### config.mk
export PLATFORM = sky130hd
export DESIGN_NAME = ex_ret_fifo
export DESIGN_NICKNAME = d
export VERILOG_FILES = /design/src/rtl/ex_ret_fifo.sv
export SDC_FILE = /design/constraint.sdc
export NUM_CORES = 1
export LEC_CHECK = 0
export CAP_MARGIN = 20
export CORE_AREA = 2 2 114 160
export CTS_CLUSTER_SIZE = 28
export DETAILED_ROUTE_END_ITERATION = 10
export DIE_AREA = 0 0 116 162
export PLACE_DENSITY_LB_ADDON = 0.08
export SYNTH_ARGS = -nofsm -noshare
export SYNTH_HDL_FRONTEND = slang
export SYNTH_SLANG_ARGS = --single-unit
### constraint.sdc
create_clock -name clk -period 7.55 [get_ports clk]
set_input_delay 0.755 -clock clk [delete_from_list [all_inputs] [get_ports clk]]
set_output_delay 0.755 -clock clk [all_outputs]
set_load 0.05 [all_outputs]
### src/rtl/ex_ret_fifo.sv
// ex_ret_fifo: buffer between the execute stage and retire.
// Completed ops are queued in order and the head entry is presented
// combinationally to retire. A retire flush empties the queue.
//
// Optional build macro: QU_EX_RET_FIFO_BYPASS_EN
//   When defined, a push into an empty queue that retire accepts in the
//   same cycle goes straight to the outputs and is not stored.
//
// Ports
//   clk, rst          clock, asynchronous active-high reset
//   push_en           execute presents a completed op
//   push_value        execute result
//   push_comp_result  branch comparison outcome
//   push_op           reservation-station cell (valid when op.optype[0])
//   pop_ready         retire accepts the head entry
//   flush             mispredict flush from retire
//   value_out         head result
//   comp_result_out   head comparison result
//   op_out            head cell, all-zero bubble when empty
//   full, empty       occupancy flags
//   count             occupied entries
//   overflow_err      sticky dropped-push flag

package ex_ret_fifo_pkg;

  typedef logic [31:0] phy_rf_data_t;

  typedef struct packed {
    logic [3:0] optype;
    logic [5:0] dst;
    logic [5:0] src_a;
    logic [5:0] src_b;
  } uop_t;

  typedef struct packed {
    uop_t       op;
    logic [3:0] rob_tag;
  } res_st_cell_t;

endpackage

module ex_ret_fifo
  import ex_ret_fifo_pkg::*;
#(
  parameter int unsigned DEPTH = 4
) (
  input  logic                              clk,
  input  logic                              rst,
  input  logic                              push_en,
  input  logic [$bits(phy_rf_data_t)-1:0]   push_value,
  input  logic                              push_comp_result,
  input  logic [$bits(res_st_cell_t)-1:0]   push_op,
  input  logic                              pop_ready,
  input  logic                              flush,
  output logic [$bits(phy_rf_data_t)-1:0]   value_out,
  output logic                              comp_result_out,
  output logic [$bits(res_st_cell_t)-1:0]   op_out,
  output logic                              full,
  output logic                              empty,
  output logic [$clog2(DEPTH):0]            count,
  output logic                              overflow_err
);

  localparam int unsigned PTR_W = $clog2(DEPTH);
  localparam int unsigned CNT_W = PTR_W + 1;
  localparam int unsigned VAL_W = $bits(phy_rf_data_t);
  localparam int unsigned OP_W  = $bits(res_st_cell_t);

  res_st_cell_t            push_cell;
  logic                    push_valid;
  logic                    push_acc;
  logic                    pop;
  logic                    bypass;
  logic                    wr_en;
  logic [PTR_W-1:0]        wr_ptr;
  logic [PTR_W-1:0]        rd_ptr;

  phy_rf_data_t            val_mem  [DEPTH];
  logic                    comp_mem [DEPTH];
  res_st_cell_t            op_mem   [DEPTH];

  // Decode of the incoming cell and handshake qualifiers
  assign push_cell  = res_st_cell_t'(push_op);
  assign push_valid = push_en & push_cell.op.optype[0];
  assign push_acc   = push_valid & ~full & ~flush;
  assign pop        = ~empty & pop_ready & ~flush;

`ifdef QU_EX_RET_FIFO_BYPASS_EN
  // Empty queue and retire ready: forward push data without storing it
  assign bypass = empty & push_acc & pop_ready & ~rst;
`else
  assign bypass = 1'b0;
`endif

  assign wr_en = push_acc & ~bypass;

  // Flags depend only on the registered count
  assign full  = (count == CNT_W'(DEPTH));
  assign empty = (count == '0);

  // Pointer, occupancy and error state
  always_ff @(posedge clk or posedge rst) begin
    if (rst) begin
      wr_ptr       <= '0;
      rd_ptr       <= '0;
      count        <= '0;
      overflow_err <= 1'b0;
    end else if (flush) begin
      wr_ptr <= '0;
      rd_ptr <= '0;
      count  <= '0;
    end else begin
      if (wr_en) wr_ptr <= wr_ptr + PTR_W'(1);
      if (pop)   rd_ptr <= rd_ptr + PTR_W'(1);
      count <= count + CNT_W'(wr_en) - CNT_W'(pop);
      // A valid op arriving while full is lost, even if a pop frees a slot
      if (push_valid && full) overflow_err <= 1'b1;
    end
  end

  // Entry storage, no reset needed since contents behind rd_ptr are unused
  always_ff @(posedge clk) begin
    if (wr_en) begin
      val_mem[wr_ptr]  <= push_value;
      comp_mem[wr_ptr] <= push_comp_result;
      op_mem[wr_ptr]   <= push_cell;
    end
  end

  // Head presentation: bypass data, stored head, or zero bubble
  always_comb begin
    value_out       = '0;
    comp_result_out = 1'b0;
    op_out          = '0;
    if (bypass) begin
      value_out       = push_value;
      comp_result_out = push_comp_result;
      op_out          = push_op;
    end else if (!empty) begin
      value_out       = VAL_W'(val_mem[rd_ptr]);
      comp_result_out = comp_mem[rd_ptr];
      op_out          = OP_W'(op_mem[rd_ptr]);
    end
  end

endmodule

==> reports/metrics.csv <==
stage;metric;value;unit
status;outcome;complete, no violations;
logic_synthesis;ys_warn_count;0;
setup_path;cp.arrival;3.48;ns
routing;top_layer;met4;
floorplanning;top_level_ports;129;
routing;dr_wl_met2;8970;um
cells_and_area;num-fill-cells;1176;
pwr;power_switching;1.39;mW
timing;finalSetupViolations;0;
placement;port_buffers;128;
routing;vias_per_cell;5.46;
placement;dp_worst_setup_slack;3.72;ns
routing;drc;0;
clock_network;postCtsSetupBuffers;0;
cells_and_area;area_delta_synth_final;22.7;%
cells_and_area;stdcell_count;812;
setup_path;worstSetupEndpointType;primary output;
timing;final.period_utilization;56.1;%
placement;dpl.hpwl;9490;um
routing;vias;4430;
logic_synthesis;seq_area_frac_synth;77.3;%
global_route;grt_max_degree;63;
cells_and_area;drive_gt1_share;18.6;%
global_route;grt_pass1_vias;4904;
pwr;p_leak;3.64;nW
pwr;power_frac_clock;25.3;%
clock_network;cts.reportedPaths.clkPinSlew;0.07;ns
clock_network;cts_resized;0;
floorplanning;initial_core_util;54.6;%
timing;period_needed;4.24;ns
cells_and_area;finalNetCount;631;
logic_synthesis;syn_nets;497;
setup_path;startpoint_type;register;
hold_path;hold-path-cell-count;1;
floorplanning;die_w;116;um
floorplanning;dieArea;0.0188;sq mm
setup_path;worst-r2r-cell-count;11;
setup_path;cp_max_fo;33;
floorplanning;core_area;0.0173;sq mm
setup_path;crit_chain;buf_4 > mux4_2 > nor2b_1 > clkdlybuf4s50_1;
clock_network;clock_latency;0.49;ns
pwr;powerDensity;347;mW/mm^2
timing;slew_viol_final;0;
clock_network;htree_levels;1;
timing;setup-tns-final;0;ns
global_route;antenna_found_initial;0;
routing;dr_wl_met3;768;um
placement;dp_cells;772;
global_route;grt_usage;18.7;%
setup_path;r2r_start;count[2]$_DFF_PP0_;
routing;drt_iter0_markers;257;
setup_path;crit_type;reg -> out;
cells_and_area;layout.area.seq;0.00729;sq mm
hold_path;hold_path_class;reg -> reg;
cells_and_area;multi_input_area;0.00199;sq mm
routing;wl_met1;6950;um
global_route;grt_pass1_wl;26300;um
clock_network;tritoncts;built;
clock_network;cts-buffers-inserted;22;
global_route;overflow;0;
timing;max_slew_margin;37.2;%
logic_synthesis;avgSynthCellArea;22.1;sq um
placement;gp_congestion;0.681;
hold_path;hold_path_end;overflow_err$_DFFE_PP0P_;
setup_path;path_buf_inv;2;
timing;fin_skew;0.00830;ns
timing;setup_slack;3.31;ns
timing;maxClockFrequency;236;MHz
routing;ant_nets;0;
setup_path;reg2reg_to;count[2]$_DFF_PP0_;
cells_and_area;diodes;0;
flow_run;cap_violations;0;
logic_synthesis;synth_cell_types;23;
timing;worstMarginPinSlew;0.943;ns
pwr;pwr-share-seq;39.6;%
setup_path;cp_slowest_cell;dfrtp_4;
floorplanning;rows;57;
routing;drt_wl_total;17000;um
timing;rsz0062_at_grt;no;
logic_synthesis;synth_seq_cells;244;
logic_synthesis;syn_area;0.00942;sq mm
clock_network;clk_path_buf_depth;3;
clock_network;cts-hold-fix-buffers;0;
pwr;combPwrFrac;35.1;%
pwr;ir_worst_vdd;0.357;mV
setup_path;rrSetupSlack;4.88;ns
setup_path;cp.required;6.80;ns
pwr;power_switching_share;34.7;%
setup_path;cp_top_family;buffers and inverters;
timing;finalHoldViolations;0;
routing;drt_first_pass_iters;4;
clock_network;clock_sinks;244;
hold_path;hold_start;overflow_err$_DFFE_PP0P_;
clock_network;root_buffer;clkbuf_16;
routing;wl_per_cell;20.9;um
floorplanning;die_h;162;um
logic_synthesis;syn_inst;426;
pwr;p_int;2.62;mW
setup_path;critPathMaxStageDelay;0.80;ns
kinds of logic after synthesis:
kind of cell | Yosys count | share of synthesized area (%)
AOI/OAI and AO/OA | 7 | 0.451
xor gates and xnor gates | 2 | 0.186
muxes | 59 | 14.1
buffers and inverters | 27 | 1.71
adders and majority gates | 7 | 1.01
and+or+nand+nor | 80 | 5.22
DFF | 244 | 77.3
worst reg2reg max path: stages (launching register included):
cell and delay (ns):
dfrtp_1 0.45, nor3b_2 0.23, nor3_1 0.45, inv_1 0.09, ha_1 0.28, inv_1 0.06, ha_1 0.13, inv_1 0.05
fa_1 0.37, xor2_1 0.17, and2_1 0.18, nor3_1 0.13
through the flow:
stage | power [mW] | hold WS [ns] | cell area, sq um | utilization [%]
3_5_place_dp | 3.05 | 0.454 | 10900 | 63.2
2_1_floorplan | 2.62 | 0.566 | 9420 | -
5_1_grt | 4.18 | 0.486 | 11600 | 67.0
6_report | 4.02 | 0.468 | 11600 | 67.0
4_1_cts | 4.07 | 0.473 | 11600 | 67.0
3_3_place_gp | 3.04 | 0.443 | 10900 | 63.2
layout make-up:
class	instances	area share [%]
flip-flops and latches	244	63.0
multi-input cells	155	17.2
repair buffers	131	11.3
clock buffers	25	5.04
well taps	236	2.55
clock inverters	15	0.681
inverters	6	0.195
sequential cells by signal, summed over array words and instances (netlist names):
register,flops
overflow_err,1
wr_ptr,2
rd_ptr,2
comp_mem,4
op_mem,104
count,3
val_mem,128
routing by layer:
metal | up-vias | GRT usage, %
met5 | - | 0
met4 | 0 | 4.98
met3 | 23 | 2.84
met2 | 114 | 32.3
met1 | 2316 | 25.0
li1 | 1977 | -
cells in the mapped netlist:
master      n  share of area, %
nand2_1     2             0.080
xor2_1      2              0.19
or3_1       2              0.13
nor3b_2     1              0.13
a21o_1      1             0.080
nor3_2      1              0.11
buf_2       6              0.32
and2_1      5              0.33
inv_1       6              0.24
nor2b_1    60               4.0
mux4_2     59                14
nor2_1      6              0.24
a21oi_1     2              0.11
clkbuf_1    8              0.32
o31ai_1     2              0.16
or4b_1      1              0.11
nor3_1      2              0.11
buf_6       7              0.84
fa_1        1              0.21
ha_1        6              0.80
o21ai_0     2              0.11
dfrtp_1     8               2.1
edfxtp_1  236                75
power groups by stage:
stage	Clock (mW)	Combinational (mW)	Sequential, mW
after floorplan	0	1.02	1.60
after global placement	0	1.42	1.62
after detailed placement	0	1.43	1.62
after CTS	1.04	1.44	1.59
after global routing	1.09	1.48	1.60
final	1.02	1.41	1.59
worst max path at each step:
stage | from | endpoint | slack [ns] | depth (start not counted)
after global routing | rd_ptr[0]$_DFFE_PP0P_ | value_out[25] | 3.06 | 4
final | rd_ptr[0]$_DFFE_PP0P_ | op_out[11] | 3.31 | 4
after global placement | rd_ptr[0]$_DFFE_PP0P_ | value_out[20] | 3.71 | 4
after CTS | rd_ptr[0]$_DFFE_PP0P_ | value_out[25] | 3.19 | 4
after detailed placement | rd_ptr[0]$_DFFE_PP0P_ | value_out[20] | 3.72 | 4
after floorplan | count[1]$_DFF_PP0_ | comp_mem[0]$_DFFE_PP_ | 4.26 | 3
placed cells by master (no fill, tap or decap), drive strengths merged:
| cell type | count |
|---|---|
| edfxtp | 236 |
| clkdlybuf4s50 | 128 |
| nor2b | 60 |
| mux4 | 59 |
| clkbuf | 25 |
| clkinv | 13 |
| dfrtp | 8 |
| nor2 | 6 |
| inv | 6 |
| ha | 6 |
| and2 | 5 |
| buf | 3 |
| nor3 | 3 |
| o31ai | 2 |
| xor2 | 2 |
| nand2 | 2 |
| o21ai | 2 |
| or3 | 2 |
| a21oi | 2 |
| clkinvlp | 2 |
| nor3b | 1 |
| or4b | 1 |
| a21o | 1 |
| fa | 1 |
Note: power is estimated with default switching activity, not from simulation.
